<file path="config.mk">
export PLATFORM = sky130hd
export DESIGN_NAME = calc_operand_entry
export DESIGN_NICKNAME = d
export VERILOG_FILES = /design/src/rtl/calc_operand_entry.sv
export SDC_FILE = /design/constraint.sdc
export NUM_CORES = 1
export LEC_CHECK = 0
export ABC_AREA = 1
export CORE_ASPECT_RATIO = 0.75
export CORE_MARGIN = 2
export CORE_UTILIZATION = 48
export DETAILED_ROUTE_END_ITERATION = 16
export PLACE_DENSITY = 0.78
export SLEW_MARGIN = 10
export SYNTH_ARGS = -nofsm -noshare
export SYNTH_HDL_FRONTEND = slang
export SYNTH_SLANG_ARGS = --single-unit
</file>
<file path="constraint.sdc">
create_clock -name clk -period 1.8 [get_ports clk]
set_input_delay 0.36 -clock clk [delete_from_list [all_inputs] [get_ports clk]]
set_output_delay 0.36 -clock clk [all_outputs]
set_load 0.005 [all_outputs]
</file>
<file path="src/rtl/calc_operand_entry.sv">
// Keypad-to-operand entry controller for the BCD calculator.
// Turns single key presses into BCD operand A, an operator code and BCD
// operand B, and hands A/op/B to the ALU through a request/valid handshake.
module calc_operand_entry #(
   parameter int DIGITS = 4
) (
   input  logic                clk,
   input  logic                clear,
   input  logic                key_valid,
   input  logic [4:0]          key_code,
   input  logic [4*DIGITS-1:0] result,
   input  logic                result_valid,
   output logic [4*DIGITS-1:0] bcd_a,
   output logic [4*DIGITS-1:0] bcd_b,
   output logic [3:0]          opcode,
   output logic                exec_req,
   output logic [1:0]          state,
   output logic                digit_ovf
);

   localparam int W  = 4 * DIGITS;
   localparam int CW = $clog2(DIGITS + 1);
   localparam logic [CW-1:0] FULL = CW'(DIGITS);
   localparam logic [CW-1:0] ONE  = CW'(1);

   localparam logic [1:0] S_A    = 2'd0;
   localparam logic [1:0] S_OP   = 2'd1;
   localparam logic [1:0] S_B    = 2'd2;
   localparam logic [1:0] S_WAIT = 2'd3;

   logic          key_q_reg;
   logic [W-1:0]  a_reg, a_next;
   logic [W-1:0]  b_reg, b_next;
   logic [CW-1:0] a_cnt_reg, a_cnt_next;
   logic [CW-1:0] b_cnt_reg, b_cnt_next;
   logic [3:0]    opcode_reg, opcode_next;
   logic          exec_reg, exec_next;
   logic          fresh_reg, fresh_next;
   logic          ovf_reg, ovf_next;
   logic [1:0]    state_reg, state_next;

   logic          press;
   logic          is_digit, is_op, is_eq, is_bs, is_ce;
   logic [W-1:0]  digit_ext;

   // Key decode; a press is the rising edge of key_valid, so holding a key
   // produces exactly one event.
   assign press     = key_valid & ~key_q_reg;
   assign is_digit  = press && (key_code <= 5'd9);
   assign is_op     = press && (key_code >= 5'd10) && (key_code <= 5'd13);
   assign is_eq     = press && (key_code == 5'd14);
   assign is_bs     = press && (key_code == 5'd15);
   assign is_ce     = press && (key_code == 5'd16);
   assign digit_ext = {{(W-4){1'b0}}, key_code[3:0]};

   // Next-state and operand update logic for the entry FSM.
   always_comb begin
      a_next      = a_reg;
      b_next      = b_reg;
      a_cnt_next  = a_cnt_reg;
      b_cnt_next  = b_cnt_reg;
      opcode_next = opcode_reg;
      exec_next   = exec_reg;
      fresh_next  = fresh_reg;
      ovf_next    = ovf_reg;
      state_next  = state_reg;

      if (is_ce && (state_reg != S_WAIT)) begin
         // Clear-entry; never honoured while the ALU handshake is open.
         a_next      = '0;
         b_next      = '0;
         a_cnt_next  = '0;
         b_cnt_next  = '0;
         opcode_next = 4'd0;
         fresh_next  = 1'b0;
         ovf_next    = 1'b0;
         state_next  = S_A;
      end else begin
         case (state_reg)
            S_A: begin
               if (is_digit) begin
                  if (fresh_reg) begin
                     // A typed digit after a result starts a new operand.
                     a_next     = digit_ext;
                     a_cnt_next = ONE;
                     fresh_next = 1'b0;
                  end else if (a_cnt_reg == FULL) begin
                     ovf_next = 1'b1;
                  end else begin
                     a_next     = {a_reg[W-5:0], key_code[3:0]};
                     a_cnt_next = a_cnt_reg + ONE;
                  end
               end else if (is_op) begin
                  opcode_next = key_code[3:0];
                  b_next      = '0;
                  b_cnt_next  = '0;
                  ovf_next    = 1'b0;
                  fresh_next  = 1'b0;
                  state_next  = S_OP;
               end else if (is_bs) begin
                  if (fresh_reg) begin
                     a_next     = '0;
                     a_cnt_next = '0;
                     fresh_next = 1'b0;
                  end else if (a_cnt_reg != '0) begin
                     a_next     = {4'b0, a_reg[W-1:4]};
                     a_cnt_next = a_cnt_reg - ONE;
                  end
               end
            end
            S_OP: begin
               if (is_op) begin
                  opcode_next = key_code[3:0];
               end else if (is_digit) begin
                  b_next     = digit_ext;
                  b_cnt_next = ONE;
                  state_next = S_B;
               end else if (is_bs) begin
                  opcode_next = 4'd0;
                  state_next  = S_A;
               end
            end
            S_B: begin
               if (is_digit) begin
                  if (b_cnt_reg == FULL) begin
                     ovf_next = 1'b1;
                  end else begin
                     b_next     = {b_reg[W-5:0], key_code[3:0]};
                     b_cnt_next = b_cnt_reg + ONE;
                  end
               end else if (is_bs) begin
                  b_next     = {4'b0, b_reg[W-1:4]};
                  b_cnt_next = b_cnt_reg - ONE;
                  // Erasing the last B digit returns to operator selection.
                  if (b_cnt_reg <= ONE) begin
                     b_cnt_next = '0;
                     state_next = S_OP;
                  end
               end else if (is_eq) begin
                  exec_next  = 1'b1;
                  state_next = S_WAIT;
               end
            end
            default: begin
               // Key presses are dropped here; only the ALU result matters.
               if (result_valid) begin
                  a_next      = result;
                  a_cnt_next  = FULL;
                  b_next      = '0;
                  b_cnt_next  = '0;
                  opcode_next = 4'd0;
                  exec_next   = 1'b0;
                  fresh_next  = 1'b1;
                  ovf_next    = 1'b0;
                  state_next  = S_A;
               end
            end
         endcase
      end
   end

   // State registers; clear resets everything immediately, including an
   // in-flight exec_req.
   always_ff @(posedge clk or posedge clear) begin
      if (clear) begin
         key_q_reg  <= 1'b0;
         a_reg      <= '0;
         b_reg      <= '0;
         a_cnt_reg  <= '0;
         b_cnt_reg  <= '0;
         opcode_reg <= 4'd0;
         exec_reg   <= 1'b0;
         fresh_reg  <= 1'b0;
         ovf_reg    <= 1'b0;
         state_reg  <= S_A;
      end else begin
         key_q_reg  <= key_valid;
         a_reg      <= a_next;
         b_reg      <= b_next;
         a_cnt_reg  <= a_cnt_next;
         b_cnt_reg  <= b_cnt_next;
         opcode_reg <= opcode_next;
         exec_reg   <= exec_next;
         fresh_reg  <= fresh_next;
         ovf_reg    <= ovf_next;
         state_reg  <= state_next;
      end
   end

   assign bcd_a     = a_reg;
   assign bcd_b     = b_reg;
   assign opcode    = opcode_reg;
   assign exec_req  = exec_reg;
   assign state     = state_reg;
   assign digit_ovf = ovf_reg;

endmodule

</file>
Yosys cells after proc, flatten, opt, wreduce, memory -nomap -nowiden. Cells that the tools add are included.

Output and inout port bits: 40. Register bits: 48. Input port bits: 25. Word-level logic and storage cells: 161.

Order comparisons: 4. Mux-type cells: 80. Equality and inequality tests: 36. Bitwise operators: 4. $add $sub $neg: 4. Reduce and logical (&&, ||, !) cells: 23.

Operator list (number): 2-to-1 mux 16 bit (18); 2-to-1 mux 3 bit (19); inequality test 4 bit, second input constant (12); case mux 16 bit (3 select lines) (1); case mux 16 bit (2 select lines) (1); 2-to-1 mux 4 bit (7); 2-to-1 mux 2 bit (11); inequality test 3 bit, second input constant (7); AND reduction 6 bit (3); 2-to-1 mux 1 bit (16); inequality test 5 bit, second input constant (3); AND reduction 7 bit (2); inequality test 2 bit, second input constant (6); case mux 4 bit (3 select lines) (1); equality test 5 x 4 -> 1 bit, second input constant (2); less-or-equal comparator 5 x 4 -> 1 bit, second input constant (2); case mux 3 bit (3 select lines) (1); AND reduction 8 bit (1); nonzero test 4 bit (2); logical AND 1 bit (7); adder 3 x 1 -> 3 bit, second input constant (2); equality test 3 bit, second input constant (2); case mux 2 bit (3 select lines) (1); case mux 3 bit (2 select lines) (1); other kinds (17) (23).

Logic depth before layout (Yosys ltp). Gate-level depths: netlist of run 1.

Word-level depth: 8. Gate-level depth with buffers: 13.

Worst setup path before layout of run 1. OpenSTA, ideal clock, no wires.

Kind: register to register. Start: reg state_reg[0] (netlist: state[0]). End: reg a_cnt_reg[2]. Period minus slack after synthesis: 1880 ps. Slack: -80 ps. Cell stages (with the launch flop): 14. Path buffers: 2. Arrival: 1757 ps. Path through: dfrtp_1 ha_1 inv_1 nand2_1 nor2_1 nand2_4 nand2_4 nand2_1 inv_2 nand2_2 buf_6 buf_6 o21ai_0 nand2_1.

Longest elaborated chain between the ends: 4.

Ends and longest elaborated chain: start, declared (RTL line 40) `logic [1:0] state_reg, state_next;`; start signal, assigned (RTL line 186) `state_reg <= state_next;`; inequality test 2 bit (tied with other cells) (RTL line 68) `if (is_ce && (state_reg != S_WAIT)) begin`; logical AND 1 bit / OR reduction 2 bit (equally long branches); inequality test 5 bit (no source line) (tied with other cells); AND reduction 6 bit (no source line) / 2-to-1 mux 3 bit (equally long branches); end signal, assigned (RTL line 180) `a_cnt_reg <= a_cnt_next;`; end, declared (RTL line 34) `logic [CW-1:0] a_cnt_reg, a_cnt_next;`.

Parallel ways exist; a longest one is shown, timed or not. A chain may end at the register's enable or synchronous reset.

Worst setup path after layout of run 1.
Start: reg state_reg[1] (netlist: state[1]). End: reg b_reg[13] (netlist: bcd_b[13]).

Longest elaborated chain between the ends: 4.

Ends and longest elaborated chain: inequality test 2 bit (RTL line 68); logical AND 1 bit (RTL line 68); inequality test 4 bit (no source line) (tied with other cells); AND reduction 7 bit (no source line); end signal, assigned (RTL line 179) `b_reg <= b_next;`; end, declared (RTL line 33) `logic [W-1:0] b_reg, b_next;`.

Parallel ways exist; a longest one is shown, timed or not.

==> flow_metrics.py, run 1 <==
metrics = {
    "status": {
        "status": "finished, violations left",
        "violations": "negative setup slack",
    },
    "routing": {
        "remaining_drc_errors": 0,
        "drt.antenna.violating_nets": 0,
        "vias": 4068,
        "wl_per_cell_um": 16.95,
        "avgViaCountPerCell": 5.754,
        "dr.pass1.iters": 6,
        "drtIter0Drc": 432,
        "wirelength_um": 11980,
    },
    "cts": {
        "path_clk_slew_ps": 90,
        "insertion_delay_ps": 300,
        "clk_path_buf_depth": 2,
        "h-tree-depth": 2,
        "cts_tree": "built",
        "cts-root-buf": "clkbuf_8",
        "clock_sinks": 48,
        "cts_buffers": 5,
        "ctsHoldBuffers": 0,
    },
    "placement": {
        "preCtsSetupSlack_ps": -499.1,
        "dpl.hpwl_um": 7339,
        "portBuffers": 64,
        "gp_congestion": 0.9340,
    },
    "synthesis": {
        "synth_top_family_by_area": "simple AND/OR/NAND/NOR gates",
        "muxShareOfSynthArea_pct": 0,
        "netlist_area_um2": 3383,
        "syn_area_per_cell_um2": 6.807,
        "synth_fa_ha_area_share_pct": 3.698,
        "synth-seq-area-share_pct": 35.50,
        "synth_cell_types": 29,
        "synth_xor_area_share_pct": 1.294,
        "synth_edf_count": 0,
        "synthTopCellsByArea": "dfrtp_1 (36%), nand2_1 (23%), o21ai_0 (7.4%)",
        "yosys_warnings": 0,
        "yosysTopAreaCellShare_pct": 35.50,
        "synth_compound_area_share_pct": 12.57,
        "synthCells": 497,
        "postSynth.asyncResetShare_pct": 100.0,
        "ys.flop_type": "dfrtp_1",
        "synth_top_area_cell": "dfrtp_1",
        "yosys.area_share.simple_pct": 38.98,
        "syn_nets": 532,
        "ys_ff_latch": 48,
    },
    "floorplanning": {
        "die_area_um2": 7743,
        "row_count": 26,
        "io_pins": 65,
        "core-area_um2": 6832,
        "dieWidth_um": 100.9,
        "initial_utilization_pct": 49.52,
        "die_h_um": 76.71,
    },
    "worst_setup_path": {
        "crit_family": "simple AND/OR/NAND/NOR gates",
        "cp_num_buf_inv": 2,
        "critPathLaunchType": "register",
        "cp_common_cell": "nand2_4",
        "cp_cell_sequence": "ha_4, inv_2, nand2_2, nor2_4, nand2_4, nand4_1, nand2_4, clkbuf_16, o21ai_1, nand2_1",
        "worstPathArrival_ps": 2180,
        "rr_startpoint": "state[1]",
        "crit_required_ps": 1990,
        "max_stage_delay_ps": 450,
        "worstSetupPathType": "register to register",
        "end_kind": "register",
        "crit_path_start": "state[1]",
        "crit_path_top_delay_cell": "dfrtp_1",
        "crit_fanout": 9,
    },
    "global_route": {
        "grt_max_degree": 49,
        "track_usage_pct": 27.06,
        "antenna_found_initial": 0,
        "grt.overflow.total": 0,
        "grt_pass1_vias": 3462,
        "grt_pass1_wl_um": 16730,
    },
    "timing": {
        "worst_slew_pin_slew_ps": 353.9,
        "max_freq_mhz": 503.1,
        "skew_ps": 4.310,
        "fin_crit_ps": 1988,
        "setup_slack_ps": -187.8,
        "period_share_pct": 110.4,
        "rsz0062_at_grt": "true",
        "slew_headroom_pct": 76.41,
        "hold_viol": 0,
        "setup_viol": 41,
        "drv_slew": 0,
        "holdWs_ps": 324.5,
    },
    "min_path": {
        "holdCritStartpoint": "key_valid",
        "hp-class": "input port to register",
    },
    "cells_and_area": {
        "syn_to_final_growth_pct": 51.66,
        "final_cell_mix": "nand2_1 (186), clkdlybuf4s50_1 (56), buf_4 (53), dfrtp_1 (47), nand3_1 (32)",
        "nNetsFinal": 657,
        "final_common_cell": "nand2_1",
        "fin_util_pct": 75.11,
        "final_layout_size_suffix_gt1_share_pct": 27.93,
        "diodes": 0,
    },
    "power": {
        "vdd_drop_max_uv": 813.6,
        "leakagePower_nw": 2.585,
        "finalPower_mw": 8.162,
        "power_density_nw_per_um2": 1591,
    },
    "run": {
        "drv_cap": 0,
    },
}
[layout make-up]
type | count | area [um^2]
well taps | 84 | 105.1
clock buffers | 6 | 72.57
inverters | 31 | 120.1
fillers | 459 | 1700
flip-flops and latches | 48 | 1202
multi-input cells | 397 | 2237
repair buffers | 139 | 1359
clock inverters | 2 | 35.03
[power by group]
part	switching [mW]	total, mW	leakage (nW)	internal [mW]
Sequential	0.271	1.63	0.638	1.36
Clock	0.374	0.788	0.0552	0.413
Combinational	3.23	5.74	1.89	2.51
Total	3.88	8.16	2.59	4.28
[synthesized netlist by cell type, types with 4 or more instances]
library cell and instances:
a21oi_1 21, buf_2 5, buf_6 8, clkbuf_1 10
dfrtp_1 48, ha_1 10, inv_1 27, nand2_1 207
nand2_2 5, nand3_1 38, nand4_1 4, nor2_1 21
nor2_2 5, nor2_4 4, nor3b_1 4, o21ai_0 50
o21ai_1 8
[worst register-to-register path, delay by kind of cell (launching register included)]
family                     cells  cell delay (ps)
and+or+nand+nor                6              770
DFF                            1              450
buffers and inverters          2              260
adders and majority gates      1              210
AOI/OAI and AO/OA              1              190
[metrics by stage]
stage          instance area, um^2  setup TNS [ps]  instances
2_1_floorplan                 3390               0        497
3_3_place_gp                  4441          -17710        678
3_5_place_dp                  4441          -20530        678
4_1_cts                       4698          -355.2        694
5_1_grt                       5131           -6167        707
6_report                      5131           -2969        707
[logic make-up (layout without fill, tap and decap cells)]
logic type / Yosys count / in the layout
xor+xnor: 5 / 5
buf+inv: 54 / 178
fa+ha+maj: 10 / 10
flops: 48 / 48
simple gates: 297 / 299
compound gates: 83 / 83
[path summary, 6_finish.rpt]
path                             end  slack, ps  cells past startpoint
min in group asynchronous   bcd_b[7]        410                      3
hold / removal             key_q_reg        320                      1
max in group asynchronous   state[0]       1160                      3
setup / recovery           bcd_b[13]       -190                     10
setup reg to reg           bcd_b[13]       -190                     10
hold reg to reg            opcode[0]        490                      2
[routing by layer]
metal / part of all wire (%) / GRT usage [%] / up-vias
met1: 41 / 40.39 / 1886
li1: - / - / 1863
met4: 2.1 / 7.297 / 0
met2: 44 / 39.33 / 282
met3: 13 / 6.199 / 37
met5: 0 / 0 / -
[what timing repair did]
action | CTS | global route
buffers inserted | 6 | 11
pin swaps | 10 | 31
endpoints found under the setup margin | 45 | 48
endpoints found under the hold margin | 0 | 0
gates cloned | 2 | 2
gates resized for setup | 34 | 98
Power figures use the tool's default switching activity.
==> inputs of run 2 (changes only) <==
--- a/config.mk
+++ b/config.mk
@@ -8,9 +8,10 @@
 export ABC_AREA = 1
 export CORE_ASPECT_RATIO = 0.75
 export CORE_MARGIN = 2
-export CORE_UTILIZATION = 48
+export CORE_UTILIZATION = 58
 export DETAILED_ROUTE_END_ITERATION = 16
-export PLACE_DENSITY = 0.78
+export DONT_BUFFER_PORTS = 1
+export PLACE_DENSITY = 0.76
 export SLEW_MARGIN = 10
 export SYNTH_ARGS = -nofsm -noshare
 export SYNTH_HDL_FRONTEND = slang
==> run 2 against run 1 <==
- the run still ends with negative setup slack left
- worst setup slack improved by 110 ps
- cell count decreased by 13%
- sequential share of layout area increased by 4.9 points
- via count decreased by 10%
- clock-buffer cell count unchanged
- clock power increased by 8.4%
- total power decreased by 11%
- worst hold slack got worse by 260 ps
- non-clock buffer count decreased by 88
- largest cell class unchanged
- largest power group unchanged
- highest routed layer unchanged
==> flow_metrics.py, run 2 (same netlist as run 1, synthesis figures left out) <==
metrics = {
    "status": {
        "status": "finished, violations left",
        "violations": "negative setup slack",
    },
    "timing": {
        "drv_slew": 0,
        "hold_viol": 0,
        "skew_ps": 13.73,
        "fin_crit_ps": 1880,
        "setup_slack_ps": -80.49,
        "rsz0062_at_grt": "true",
        "max_freq_mhz": 531.8,
        "setup_viol": 35,
        "slew_headroom_pct": 63.99,
        "period_share_pct": 104.5,
        "worst_slew_pin_slew_ps": 539.4,
    },
    "power": {
        "p_int_mw": 3.590,
        "leakagePower_nw": 2.163,
        "p_sw_mw": 3.641,
        "finalPower_mw": 7.231,
        "power_density_nw_per_um2": 1708,
        "clkPwrFrac_pct": 11.8,
        "p_seq_share_pct": 23.3,
        "p_sw_share_pct": 50.35,
        "power_frac_comb_pct": 64.9,
        "vdd_drop_max_uv": 807.0,
    },
    "routing": {
        "wirelength_um": 10340,
        "remaining_drc_errors": 0,
        "wl_per_cell_um": 16.76,
        "vias": 3647,
        "dr.pass1.iters": 5,
        "avgViaCountPerCell": 5.911,
        "drt.antenna.violating_nets": 0,
        "drtIter0Drc": 302,
    },
    "placement": {
        "gp_congestion": 1.002,
        "dpl.cell_count": 593,
        "preCtsSetupSlack_ps": -95.86,
        "place_area_um2": 3705,
        "dpl.hpwl_um": 6890,
        "portBuffers": 0,
    },
    "floorplanning": {
        "core-area_um2": 5736,
        "row_count": 24,
        "io_pins": 65,
        "initial_utilization_pct": 58.99,
        "dieWidth_um": 92.19,
        "die_h_um": 70.15,
        "die_area_um2": 6467,
    },
    "global_route": {
        "grt_max_degree": 26,
        "grt_pass1_vias": 3123,
        "track_usage_pct": 29.98,
        "grt.overflow.total": 0,
        "antenna_found_initial": 0,
        "grt_pass1_wl_um": 15440,
    },
    "worst_setup_path": {
        "end_kind": "register",
        "max_stage_delay_ps": 440,
        "crit_path_top_delay_cell": "dfrtp_1",
        "worstPathArrival_ps": 2140,
        "critPathLaunchType": "register",
        "worstSetupPathType": "register to register",
        "cp_num_buf_inv": 2,
        "crit_fanout": 7,
        "cp_cell_sequence": "ha_4, inv_4, nand2_4, nor2_4, nand2_4, nand2_4, nand2_2, inv_4, nand2_8, nor2_2, nand2_1, nand2_1",
        "cp_common_cell": "nand2_4",
        "crit_family": "simple AND/OR/NAND/NOR gates",
        "crit_required_ps": 2060,
    },
    "cells_and_area": {
        "final_layout_size_suffix_gt1_share_pct": 25.42,
        "final_common_cell": "nand2_1",
        "final_cell_mix": "nand2_1 (196), dfrtp_1 (48), buf_4 (40), nand3_1 (37)",
        "multi_input_area_um2": 2201,
        "syn_to_final_growth_pct": 25.11,
        "fin_util_pct": 73.80,
        "seqCellArea_um2": 1201,
        "nFillCells": 446,
        "finish.instance_area_um2": 4233,
        "nNetsFinal": 573,
        "diodes": 0,
        "fin_cells": 617,
    },
    "run": {
        "drv_cap": 0,
    },
    "cts": {
        "cts_tree": "built",
        "insertion_delay_ps": 310,
        "clock_sinks": 48,
        "clk_path_buf_depth": 2,
        "path_clk_slew_ps": 100,
        "cts_buffers": 5,
        "h-tree-depth": 2,
        "cts-root-buf": "clkbuf_8",
    },
    "min_path": {
        "hp-class": "input port to register",
    },
}
[run 2: cell count changes in the layout (fill, tap and decap cells not counted), sizes merged, moves of 2 or more]
cell	previous run	this run
buf	73	49
dlymetal6s2s	3	0
dlygate4sd2	5	0
nand2	214	216
nor2	34	36
clkdlybuf4s50	56	0
[run 2: through the flow]
stage / TNS (ps) / hold slack, ps
after floorplan: 0 / 391.4
after global placement: -473.7 / 313.7
after detailed placement: -1797 / 316.7
after CTS: -87.30 / 63.20
after global routing: -4177 / 49.74
final: -1011 / 64.17
[run 2: final timing paths]
| check | start | depth (start not counted) | slack [ps] | to |
|---|---|---|---|---|
| min in group asynchronous | clear | 2 | 540 | bcd_a[0] |
| worst max-delay path | state[0] | 12 | -80 | bcd_a[3] |
| max in group asynchronous | clear | 3 | 730 | state[1] |
| worst max register to register | state[0] | 12 | -80 | bcd_a[3] |
| worst min register to register | opcode[3] | 2 | 510 | opcode[3] |
| worst min-delay path | key_valid | 0 | 60 | key_q_reg |
[run 2: final cells by class]
| class | count | area share, % |
|---|---|---|
| sequential | 48 | 28.38 |
| clock inverter | 2 | 0.9163 |
| inverter | 31 | 2.897 |
| clock buffer | 6 | 1.951 |
| multi-input combinational | 401 | 52.00 |
| timing repair buffer | 51 | 11.56 |
| tap | 78 | 2.306 |
[run 2: power groups by stage]
stage	clock network (mW)	logic, mW	registers (mW)
after global routing	0.889	5.06	1.72
final	0.854	4.69	1.68
after detailed placement	0	3.49	1.66
after CTS	0.848	3.58	1.64
after global placement	0	3.43	1.64
after floorplan	0	2.55	1.58
[run 2: routing by layer]
layer  part of all wire, %  vias up  track usage [%]
li1                      -     1695                -
met1                    44     1708            46.24
met2                    44      219            41.91
met3                    11       25            5.825
met4                   1.9        0            10.12
met5                     0        -                0
[run 2: timing repair]
item	in CTS	in global routing
pin swaps	4	21
buffers inserted	2	6
gates cloned	1	6
setup endpoints to repair	41	46
endpoints found under the hold margin	24	0
hold buffers	1	0
resized for setup	13	77
